===== src/rtl/digit_entry.sv =====
// Three-digit decimal answer entry: btn_inc steps the active digit, btn_ok commits it.
// The third commit publishes the binary answer; per-digit inactivity aborts the entry.
module digit_entry #(
  parameter int TIMEOUT_TICKS = 5000
) (
  input  logic       clk,
  input  logic       rst,
  input  logic       start_i,
  input  logic       btn_inc_i,
  input  logic       btn_ok_i,
  output logic [1:0] digit_idx_o,
  output logic [3:0] digit_val_o,
  output logic [9:0] answer_o,
  output logic       answer_valid_o,
  output logic       timeout_o,
  output logic       busy_o
);

  localparam int TW = (TIMEOUT_TICKS > 2) ? $clog2(TIMEOUT_TICKS) : 1;
  localparam logic [TW-1:0] TIMER_LAST = TW'(TIMEOUT_TICKS - 1);
  localparam logic [TW-1:0] TIMER_ONE  = TW'(1);

  typedef enum logic {
    S_IDLE  = 1'b0,
    S_ENTRY = 1'b1
  } state_e;

  state_e        state_q, state_d;
  logic          inc_q, ok_q;
  logic [9:0]    acc_q, acc_d;
  logic [TW-1:0] timer_q, timer_d;
  logic [1:0]    digit_idx_q, digit_idx_d;
  logic [3:0]    digit_val_q, digit_val_d;
  logic [9:0]    answer_q, answer_d;
  logic          answer_valid_q, answer_valid_d;
  logic          timeout_q, timeout_d;
  logic          busy_q, busy_d;

  logic          inc_edge, ok_edge;
  logic [9:0]    commit_sum;

  assign inc_edge   = btn_inc_i & ~inc_q;
  assign ok_edge    = btn_ok_i & ~ok_q;
  // acc never exceeds 99 before the last commit, so this stays within 999.
  assign commit_sum = (acc_q * 10'd10) + {6'd0, digit_val_q};

  // Previous button levels; reset high so a button held through reset never fires.
  always_ff @(posedge clk or posedge rst) begin
    if (rst) begin
      inc_q <= 1'b1;
      ok_q  <= 1'b1;
    end else begin
      inc_q <= btn_inc_i;
      ok_q  <= btn_ok_i;
    end
  end

  // FSM, datapath and registered outputs.
  always_ff @(posedge clk or posedge rst) begin
    if (rst) begin
      state_q        <= S_IDLE;
      acc_q          <= 10'd0;
      timer_q        <= '0;
      digit_idx_q    <= 2'd3;
      digit_val_q    <= 4'd0;
      answer_q       <= 10'd0;
      answer_valid_q <= 1'b0;
      timeout_q      <= 1'b0;
      busy_q         <= 1'b0;
    end else begin
      state_q        <= state_d;
      acc_q          <= acc_d;
      timer_q        <= timer_d;
      digit_idx_q    <= digit_idx_d;
      digit_val_q    <= digit_val_d;
      answer_q       <= answer_d;
      answer_valid_q <= answer_valid_d;
      timeout_q      <= timeout_d;
      busy_q         <= busy_d;
    end
  end

  // Next-state and next-output logic; ok beats inc, any edge beats expiry.
  always_comb begin
    state_d        = state_q;
    acc_d          = acc_q;
    timer_d        = timer_q;
    digit_idx_d    = digit_idx_q;
    digit_val_d    = digit_val_q;
    answer_d       = answer_q;
    answer_valid_d = 1'b0;
    timeout_d      = 1'b0;
    busy_d         = busy_q;

    case (state_q)
      S_IDLE: begin
        digit_idx_d = 2'd3;
        busy_d      = 1'b0;
        if (start_i) begin
          state_d     = S_ENTRY;
          digit_idx_d = 2'd0;
          digit_val_d = 4'd0;
          acc_d       = 10'd0;
          timer_d     = '0;
          busy_d      = 1'b1;
        end else begin
          state_d = S_IDLE;
        end
      end

      S_ENTRY: begin
        busy_d = 1'b1;
        if (ok_edge) begin
          if (digit_idx_q == 2'd2) begin
            answer_d       = commit_sum;
            answer_valid_d = 1'b1;
            digit_idx_d    = 2'd3;
            digit_val_d    = 4'd0;
            timer_d        = '0;
            busy_d         = 1'b0;
            state_d        = S_IDLE;
          end else begin
            acc_d       = commit_sum;
            digit_idx_d = digit_idx_q + 2'd1;
            digit_val_d = 4'd0;
            timer_d     = '0;
          end
        end else if (inc_edge) begin
          digit_val_d = (digit_val_q == 4'd9) ? 4'd0 : (digit_val_q + 4'd1);
          timer_d     = '0;
        end else if (timer_q == TIMER_LAST) begin
          timeout_d   = 1'b1;
          digit_idx_d = 2'd3;
          digit_val_d = 4'd0;
          timer_d     = '0;
          busy_d      = 1'b0;
          state_d     = S_IDLE;
        end else begin
          timer_d = timer_q + TIMER_ONE;
        end
      end

      default: begin
        state_d     = S_IDLE;
        digit_idx_d = 2'd3;
        digit_val_d = 4'd0;
        timer_d     = '0;
        busy_d      = 1'b0;
      end
    endcase
  end

  assign digit_idx_o    = digit_idx_q;
  assign digit_val_o    = digit_val_q;
  assign answer_o       = answer_q;
  assign answer_valid_o = answer_valid_q;
  assign timeout_o      = timeout_q;
  assign busy_o         = busy_q;

endmodule


===== config.mk =====
export PLATFORM = sky130hd
export DESIGN_NAME = digit_entry
export DESIGN_NICKNAME = d
export VERILOG_FILES = /design/src/rtl/digit_entry.sv
export SDC_FILE = /design/constraint.sdc
export NUM_CORES = 1
export LEC_CHECK = 0
export ABC_AREA = 1
export ABC_CLOCK_PERIOD_IN_PS = 5800
export CELL_PAD_IN_SITES_DETAIL_PLACEMENT = 0
export CELL_PAD_IN_SITES_GLOBAL_PLACEMENT = 1
export CORE_MARGIN = 2
export CORE_UTILIZATION = 46
export DETAILED_ROUTE_END_ITERATION = 16
export PLACE_DENSITY = 0.93
export SYNTH_ARGS = -nofsm -noshare
export SYNTH_HDL_FRONTEND = slang
export SYNTH_SLANG_ARGS = --single-unit
export TNS_END_PERCENT = 20

===== constraint.sdc =====
create_clock -name clk -period 5.8 [get_ports clk]
set_input_delay 1.74 -clock clk [delete_from_list [all_inputs] [get_ports clk]]
set_output_delay 1.74 -clock clk [all_outputs]
set_load 0.005 [all_outputs]

==> metrics.csv, run 1 <==
metric;value;unit
dr.pass1.iters;4;
hold_viol;0;
place.gp.congestion;0.7906;
cp_max_fo;3;
first_iter_violations;69;
crit_buf_inv;1;
grt_pass1_wl;9.342;mm
avgSynthCellArea;8.185;um^2
cts_buffers;5;
synthCells;312;
critical_path_class;reg2out;
yosys_most_used_dff;dfrtp_1;
grt_max_degree;44;
grt_pass1_vias;2075;
post_cts_resized;0;
netlist-cell-type-count;35;
fmax;322.3;MHz
ys_async_sr_fraction;1.000;
power_density;382.0;nW/um^2
min_path_type;reg2reg;
die_area;6164;um^2
whs_path_depth;2;
diodes;0;
clk_latency;0.30;ns
ys_warn_count;0;
finalCritPeriodShare;0.5350;
finalSetupViolations;0;
grtUsageTotal;0.1908;
reg2reg_to;answer_o[9]$_DFFE_PP0P_;
io_pins;24;
die_y;78.51;um
required;4.06;ns
finalSetupTns;0;ns
synth.top_cells.by_count;83 x nand2_1, 39 x dfrtp_1, 35 x inv_1;
reg2reg_depth;12;
rsz0062_at_grt;no;
path_delay_family;flip-flops;
antenna_found_initial;0;
final_antenna_net_count;0;
min-delay-start;answer_o[3]$_DFFE_PP0P_;
rrSetupSlack;3.38;ns
cts_setup_buffers;0;
cp.arrival;1.36;ns
final_nets;366;
synth_top_area_share;0.3822;
clockBufferDepth;2;
maxCapViolations;0;
drive_gt1_frac;0.1111;
syn-num-nets;337;
min_period;3.103;ns
num_vias;2086;
htreeDepth;2;
finalWirelength;5.215;mm
root_buffer;clkbuf_8;
whs;0.4864;ns
hpwl;4.038;mm
synth_seq_area_share;0.4233;
drc;0;
ys_ff_latch;43;
max_stage_delay;0.56;ns
wl_per_cell;12.60;um
synthesis.area;2554;um^2
synth_area_leaders;dfrtp_1 38%, nand2_1 12%, ha_1 8.8%;
clkTransAtPathRegs;0.08;ns
worst_setup_path_start_kind;flop;
worstMarginPinSlew;0.5445;ns
cts_sinks;43;
finalMaxSlewViolations;0;
finClkSkew;0.007685;ns
yosysMostFrequentCell;nand2_1;
outcome;completed;
coreArea;5439;um^2
r2r_start;acc_q[1]$_DFFE_PP0P_;
start_util;0.4695;
rows;27;
hold-path-endpoint;answer_o[3]$_DFFE_PP0P_;
die_w;78.51;um
viasPerCell;5.039;
slew_headroom;0.6370;
syn2layout_area_growth;16.71;%
synth_edf_count;0;
fill_cells;532;
path_cells;clkdlybuf4s50_1;
p_leak;1.480;nW
worstSetupEndpointType;primary output;
ir_worst_vdd;198.2;uV
synth_top_area_cell;dfrtp_1;
cts_hold_buf;0;
crit_slowest_cell;dfstp_2;
place.port_buffers;23;
cts_tree;built;
grt-ovfl-total;0;
## power by group
part | total (mW) | leakage [nW] | internal, mW | switching (mW)
Sequential | 0.434 | 0.574 | 0.374 | 0.0604
Clock | 0.241 | 0.0612 | 0.139 | 0.102
Combinational | 0.463 | 0.844 | 0.200 | 0.263
Total | 1.14 | 1.48 | 0.713 | 0.426
## final cells by class
cell class / instances / area, um^2 / area share
well taps: 72 / 90.09 / 0.03023
clock buffers: 6 / 82.58 / 0.02771
multi-input cells: 224 / 1292 / 0.4337
inverters: 43 / 161.4 / 0.05416
flip-flops and latches: 43 / 1081 / 0.3627
repair buffers: 24 / 237.7 / 0.07976
clock inverters: 2 / 35.03 / 0.01175
## worst max-delay path by stage
stage	from	endpoint	depth (start not counted)
2_1_floorplan	rst	acc_q[0]$_DFFE_PP0P_	1
3_3_place_gp	btn_ok_i	acc_q[3]$_DFFE_PP0P_	7
3_5_place_dp	btn_ok_i	acc_q[3]$_DFFE_PP0P_	7
4_1_cts	digit_idx_o[1]$_DFFE_PP1P_	digit_idx_o[1]	1
5_1_grt	digit_idx_o[1]$_DFFE_PP1P_	digit_idx_o[1]	1
6_report	digit_idx_o[1]$_DFFE_PP1P_	digit_idx_o[1]	1
## placed cells by master (no fill, tap or decap), drive strengths merged, types with 6 or more instances in the layout
| cell type | count |
|---|---|
| nand2 | 85 |
| inv | 43 |
| dfrtp | 39 |
| nor2 | 32 |
| nand3 | 29 |
| clkdlybuf4s50 | 23 |
| ha | 18 |
| o21ai | 15 |
| a21oi | 10 |
| nor3 | 9 |
| clkbuf | 6 |
## state kept, by name, indices dropped and copies added, names as in the netlist
| signal | cells |
|---|---|
| digit_idx_o | 2 |
| busy_o | 1 |
| ok_q | 1 |
| timer_q | 13 |
| timeout_o | 1 |
| inc_q | 1 |
| answer_o | 10 |
| digit_val_o | 4 |
| answer_valid_o | 1 |
| acc_q | 9 |
## stage by stage
step | cells | power (mW) | area [um^2] | utilization | setup slack (ns)
floorplan | 312 | 0.7371 | 2554 | - | 3.064
global placement | 406 | 0.8982 | 2863 | 0.5263 | 2.593
detailed placement | 406 | 0.9044 | 2863 | 0.5263 | 2.584
CTS | 414 | 1.152 | 2980 | 0.5480 | 2.680
global route | 414 | 1.245 | 2980 | 0.5480 | 2.645
finish | 414 | 1.139 | 2980 | 0.5480 | 2.697
## metal layers
layer	share of wire	wire (um)	up-vias	GRT usage
met3	0.020	102	6	0.03563
met1	0.45	2349	999	0.2387
met5	0	0	-	0
met2	0.52	2699	14	0.3359
li1	-	-	1067	-
met4	0.012	64	0	0.05263
## cells by family after synthesis
| kind of cell | synth area share |
|---|---|
| AND/OR/NAND/NOR | 0.2969 |
| XOR/XNOR | 0.02744 |
| flip-flops | 0.4233 |
| AO/OA/AOI/OAI | 0.07791 |
| buffers and inverters | 0.07056 |
| adder cells (fa/ha/maj) | 0.1039 |
Note: power is estimated with default switching activity, not from simulation.
==> inputs of run 2 (changes only) <==
- ABC_CLOCK_PERIOD_IN_PS: 5800 -> 3100
- CORE_UTILIZATION: 46 -> 43
- PLACE_DENSITY: 0.93 -> 0.89
- clock period: 5.8 -> 3.1 ns (I/O delays scaled with it)
==> run 2 against run 1 <==
Against the previous run: flip-flop and latch count did not move; hold slack lost 0.0022 ns; register-to-register slack lost 2.6 ns; non-clock buffer count unchanged; wire length grew 3.7%; critical path depth grew 11; via count is 1.4% higher; first-iteration DRC count grew 48%; total power grew 89%; design area grew 0.13%; global-route usage down 0.75 points.
==> metrics.csv, run 2 (synthesis gave the netlist of run 1 again) <==
metric;value;unit;change
outcome;completed;;unchanged
slew_headroom;0.6362;;was 0.6370
min-delay-start;answer_o[8]$_DFFE_PP0P_;;was answer_o[3]$_DFFE_PP0P_
fill_cells;582;;was 532
grt_pass1_vias;2008;;was 2,075
syn2layout_area_growth;16.85;%;was 16.71%
min_path_type;reg2reg;;unchanged
cts_tree;built;;unchanged
num_vias;2116;;was 2,086
die_y;81.07;um;was 78.51 um
grt_max_degree;44;;unchanged
reg2reg_to;answer_o[9]$_DFFE_PP0P_;;unchanged
reg2reg_depth;12;;unchanged
final_antenna_net_count;0;;unchanged
finalSetupViolations;0;;unchanged
drive_gt1_frac;0.1111;;unchanged
place.port_buffers;23;;unchanged
power_density;719.7;nW/um^2;was 382.0 nW/um^2
cp_max_fo;3;;unchanged
finalSetupTns;0;ns;unchanged
finalCritPeriodShare;0.7598;;
clockBufferDepth;2;;unchanged
critical_path_class;reg2reg;;was reg2out
clkTransAtPathRegs;0.08;ns;about the same
io_pins;24;;unchanged
diodes;0;;unchanged
hpwl;4.214;mm;was 4.038 mm
dpl_cell_area;2867;um^2;was 2863 um^2
p_leak;1.476;nW;was 1.480 nW
grtUsageTotal;0.1833;;was 0.1908
finalMaxSlewViolations;0;;unchanged
maxCapViolations;0;;unchanged
coreArea;5816;um^2;was 5439 um^2
final_area;2984;um^2;was 2980 um^2
hold-path-endpoint;answer_o[8]$_DFFE_PP0P_;;was answer_o[3]$_DFFE_PP0P_
layout_commonest_cell;nand2_1;;unchanged
grt-ovfl-total;0;;unchanged
largest_reg_flops;13;;unchanged
start_util;0.4391;;was 0.4695
place.gp.congestion;0.7947;;was 0.7906
drc;0;;unchanged
cts_sinks;43;;unchanged
hold_viol;0;;unchanged
root_buffer;clkbuf_8;;unchanged
worst_setup_path_start_kind;flop;;unchanged
grt_pass1_wl;9.177;mm;was 9.342 mm
die_area;6572;um^2;was 6164 um^2
ir_worst_vdd;340.3;uV;was 198.2 uV
rows;28;;was 27
dr.pass1.iters;4;;unchanged
top_register;timer_q;;unchanged
final_nets;366;;unchanged
r2r_start;acc_q[3]$_DFFE_PP0P_;;was acc_q[1]$_DFFE_PP0P_
antenna_found_initial;0;;unchanged
required;3.30;ns;was 4.06 ns
final_cell_mix;83 x nand2_1, 39 x dfrtp_1, 34 x inv_1;;was 83 x nand2_1, 39 x dfrtp_1, 35 x inv_1
worstMarginPinSlew;0.5457;ns;was 0.5445 ns
die_w;81.07;um;was 78.51 um
viasPerCell;5.074;;was 5.039
finalWirelength;5.408;mm;was 5.215 mm
worstSetupEndpointType;flop;;was primary output
fmax;424.6;MHz;
htreeDepth;2;;unchanged
first_iter_violations;102;;was 69
cp.arrival;2.55;ns;was 1.36 ns
cts_setup_buffers;0;;unchanged
min_period;2.355;ns;
clk_latency;0.30;ns;about the same
cts_hold_buf;0;;unchanged
post_cts_resized;0;;unchanged
cts_buffers;5;;unchanged
rrSetupSlack;0.74;ns;was 3.38 ns
rsz0062_at_grt;no;;unchanged
finClkSkew;0.004521;ns;was 0.007685 ns
wl_per_cell;12.97;um;was 12.60 um
whs_path_depth;2;;unchanged
-- run 2: per-stage QoR --
step,hold slack (ns),worst slack [ns],instances,power (mW),utilization
floorplan,0.4531,0.9498,312,1.379,-
global placement,0.4709,0.6580,409,1.690,0.4929
detailed placement,0.4716,0.6110,409,1.710,0.4929
CTS,0.4950,0.7481,417,2.175,0.5131
global route,0.5233,0.5259,417,2.330,0.5131
finish,0.4842,0.7447,417,2.148,0.5131
-- run 2: worst max path at each step --
stage | cells after the start | slack [ns] | endpoint | start
floorplan | 12 | 0.95 | answer_o[9]$_DFFE_PP0P_ | acc_q[1]$_DFFE_PP0P_
global placement | 7 | 0.66 | acc_q[3]$_DFFE_PP0P_ | btn_ok_i
detailed placement | 7 | 0.61 | acc_q[3]$_DFFE_PP0P_ | btn_ok_i
CTS | 12 | 0.75 | answer_o[9]$_DFFE_PP0P_ | acc_q[1]$_DFFE_PP0P_
global route | 12 | 0.53 | answer_o[9]$_DFFE_PP0P_ | acc_q[1]$_DFFE_PP0P_
finish | 12 | 0.74 | answer_o[9]$_DFFE_PP0P_ | acc_q[3]$_DFFE_PP0P_
-- run 2: power by group --
part / total [mW] / switching [mW] / internal [mW]
logic: 0.872 / 0.498 / 0.374
registers: 0.819 / 0.119 / 0.700
clock network: 0.457 / 0.196 / 0.261
-- run 2: worst max-delay path, stage by stage (launching register included) --
cell and delay [ns]:
dfrtp_1 0.43, ha_1 0.29, ha_1 0.23, inv_1 0.07
fa_1 0.44, nor2_1 0.16, nand3_1 0.09, nor2_1 0.17
nand2_1 0.12, nor2_1 0.10, nand2_1 0.05, nand3_1 0.06
nand2_1 0.05
-- run 2: layout make-up --
type                       instances  area [um^2]  area share
sequential                        43         1081      0.3623
clock inverter                     2        35.03     0.01174
multi-input combinational        224         1292      0.4331
clock buffer                       6        82.58     0.02767
tap                               75        93.84     0.03145
timing repair buffer              24        237.7     0.07966
inverter                          43        161.4     0.05409
-- run 2: routing by layer --
layer | share of wire | global-route usage
met1 | 0.46 | 0.2331
met2 | 0.51 | 0.3124
met3 | 0.021 | 0.03778
met4 | 0.016 | 0.05932
met5 | 0 | 0
==> inputs of run 3 (changes only) <==
- ABC_CLOCK_PERIOD_IN_PS: 3100 -> 2060
- CORE_UTILIZATION: 43 -> 39
- PLACE_DENSITY: 0.89 -> 0.85
- clock period: 3.1 -> 2.06 ns (I/O delays scaled with it)
==> run 3 against run 2 <==
Against the previous run: the run now ends with setup timing left; critical path depth is the same; design area grew 3.8%; worst setup slack lost 0.81 ns; sequential share of layout area shrank 1.3 points; combinational power grew 72%; flip-flop and latch count is the same; sequential power grew 48%; register-to-register slack lost 0.81 ns; non-clock buffer count grew 14; hold slack gained 0.0032 ns; highest routed layer unchanged.
==> metrics.csv, run 3 (synthesis gave the netlist of run 1 again) <==
metric;value;unit;change
grt-ovfl-total;0;;unchanged
syn2layout_area_growth;21.31;%;was 16.85%
dr.max_layer_used;met4;;unchanged
rrSetupSlack;-0.07;ns;was 0.74 ns
fin_cells;433;;was 417
clkTransAtPathRegs;0.07;ns;was 0.08 ns
drc;0;;unchanged
p_leak;1.532;nW;was 1.476 nW
route.met3.wl;166;um;was 113 um
min_path_type;reg2reg;;unchanged
finClkSkew;0.006267;ns;was 0.004521 ns
hpwl;4.364;mm;was 4.214 mm
worstSetupEndpointType;flop;;unchanged
final.setup.worst_slack;-0.06856;ns;was 0.7447 ns
ir_worst_vdd;677.6;uV;was 340.3 uV
diodes;0;;unchanged
required;2.25;ns;was 3.30 ns
dr.pass1.iters;4;;unchanged
cp.arrival;2.32;ns;was 2.55 ns
place.port_buffers;23;;unchanged
final_cell_mix;82 x nand2_1, 39 x dfrtp_1, 33 x inv_1;;was 83 x nand2_1, 39 x dfrtp_1, 34 x inv_1
grt_max_degree;24;;was 44
grtUsageTotal;0.1706;;was 0.1833
reg2reg_to;answer_o[9]$_DFFE_PP0P_;;unchanged
outcome;finished with violations;;was completed
cts_tree;built;;unchanged
rsz0062_at_grt;yes;;was no
die_w;84.92;um;was 81.07 um
finalMaxSlewViolations;0;;unchanged
violations;setup timing;;
hold-path-endpoint;answer_o[3]$_DFFE_PP0P_;;was answer_o[8]$_DFFE_PP0P_
cts_sinks;43;;unchanged
die_y;84.92;um;was 81.07 um
io_pins;24;;unchanged
finalCritPeriodShare;1.033;;was 0.7598
clk_latency;0.30;ns;about the same
root_buffer;clkbuf_8;;unchanged
layout_commonest_cell;nand2_1;;unchanged
cts_buffers;5;;unchanged
worst_setup_path_start_kind;flop;;unchanged
maxCapViolations;0;;unchanged
start_util;0.4022;;was 0.4391
htreeDepth;2;;unchanged
startpoint;acc_q[3]$_DFFE_PP0P_;;unchanged
clockBufferDepth;2;;unchanged
die_area;7211;um^2;was 6572 um^2
power_density;1041;nW/um^2;was 719.7 nW/um^2
min_period;2.129;ns;was 2.355 ns
slew_headroom;0.7524;;was 0.6362
whs_path_depth;2;;unchanged
rows;29;;was 28
largest_reg_flops;13;;unchanged
min-delay-start;answer_o[3]$_DFFE_PP0P_;;was answer_o[8]$_DFFE_PP0P_
antenna_found_initial;0;;unchanged
hold_viol;0;;unchanged
num_vias;2133;;was 2,116
place.gp.congestion;0.8306;;was 0.7947
drive_gt1_frac;0.1657;;was 0.1111
final_nets;380;;was 366
cp_max_fo;3;;unchanged
grt_pass1_wl;9.901;mm;was 9.177 mm
worstMarginPinSlew;0.3713;ns;was 0.5457 ns
finalSetupViolations;5;;was 0
top_register;timer_q;;unchanged
dp_cells;424;;was 409
first_iter_violations;86;;was 102
finalWirelength;5.580;mm;was 5.408 mm
coreArea;6350;um^2;was 5816 um^2
viasPerCell;4.926;;was 5.074
grt_pass1_vias;2127;;was 2,008
fmax;469.8;MHz;was 424.6 MHz
finalSetupTns;-0.1854;ns;was 0 ns
wl_per_cell;12.89;um;was 12.97 um
r2r_start;acc_q[3]$_DFFE_PP0P_;;unchanged
routedLengthMet1;2.555;mm;was 2.461 mm
critical_path_class;reg2reg;;unchanged
reg2reg_depth;12;;unchanged
wl_met2;2.804;mm;was 2.745 mm
final_antenna_net_count;0;;unchanged
==> run 3: how the worst max path moves through the flow <==
stage | slack (ns) | cells past startpoint | to
2_1_floorplan | -0.06 | 12 | answer_o[9]$_DFFE_PP0P_
3_3_place_gp | -0.1 | 12 | answer_o[9]$_DFFE_PP0P_
3_5_place_dp | -0.17 | 12 | answer_o[9]$_DFFE_PP0P_
4_1_cts | -0.09 | 12 | answer_o[9]$_DFFE_PP0P_
5_1_grt | -0.16 | 10 | acc_q[8]$_DFFE_PP0P_
6_report | -0.07 | 12 | answer_o[9]$_DFFE_PP0P_
==> run 3: timing repair <==
item,CTS,global route
endpoints found under the setup margin,7,7
resized for setup,4,7
hold buffers,0,0
pin swaps,4,2
buffers inserted,1,0
gates cloned,0,0
==> run 3: layer usage <==
metal,track usage,up-vias
met3,0.03988,6
met2,0.2999,25
met5,0,-
li1,-,1091
met1,0.2126,1011
met4,0.04185,0
==> run 3: area by class of cell <==
cell class              count  area (um^2)
clock buffers               8        80.08
fillers                   615         3252
inverters                  43        161.4
multi-input cells         224         1336
flip-flops and latches     43         1081
well taps                  77        96.34
repair buffers             38        342.8
==> run 3: worst max-delay path, cell delays in order, from the launching register on <==
cell	delay, ns
dfrtp_1	0.38
ha_1	0.30
ha_2	0.18
inv_2	0.05
fa_2	0.45
nor2_4	0.11
nand3_2	0.09
nor2_4	0.14
nand2_2	0.07
nor2_1	0.09
nand2_1	0.05
nand3_1	0.06
nand2_1	0.04
==> run 3: through the flow <==
stage / power (mW) / hold WS (ns) / util / area [um^2] / worst slack (ns)
6_report: 3.225 / 0.4874 / 0.4879 / 3098 / -0.06856
4_1_cts: 3.228 / 0.4962 / 0.4837 / 3072 / -0.09333
3_5_place_dp: 2.670 / 0.4763 / 0.4676 / 2969 / -0.1682
5_1_grt: 3.518 / 0.5165 / 0.4879 / 3098 / -0.1558
3_3_place_gp: 2.644 / 0.4689 / 0.4676 / 2969 / -0.09912
2_1_floorplan: 2.076 / 0.4531 / - / 2556 / -0.06210
==> run 3: where the power goes <==
| group | internal, mW | total (mW) | switching, mW |
|---|---|---|---|
| Combinational | 0.668 | 1.50 | 0.828 |
| Clock | 0.241 | 0.519 | 0.278 |
| Sequential | 1.05 | 1.21 | 0.157 |
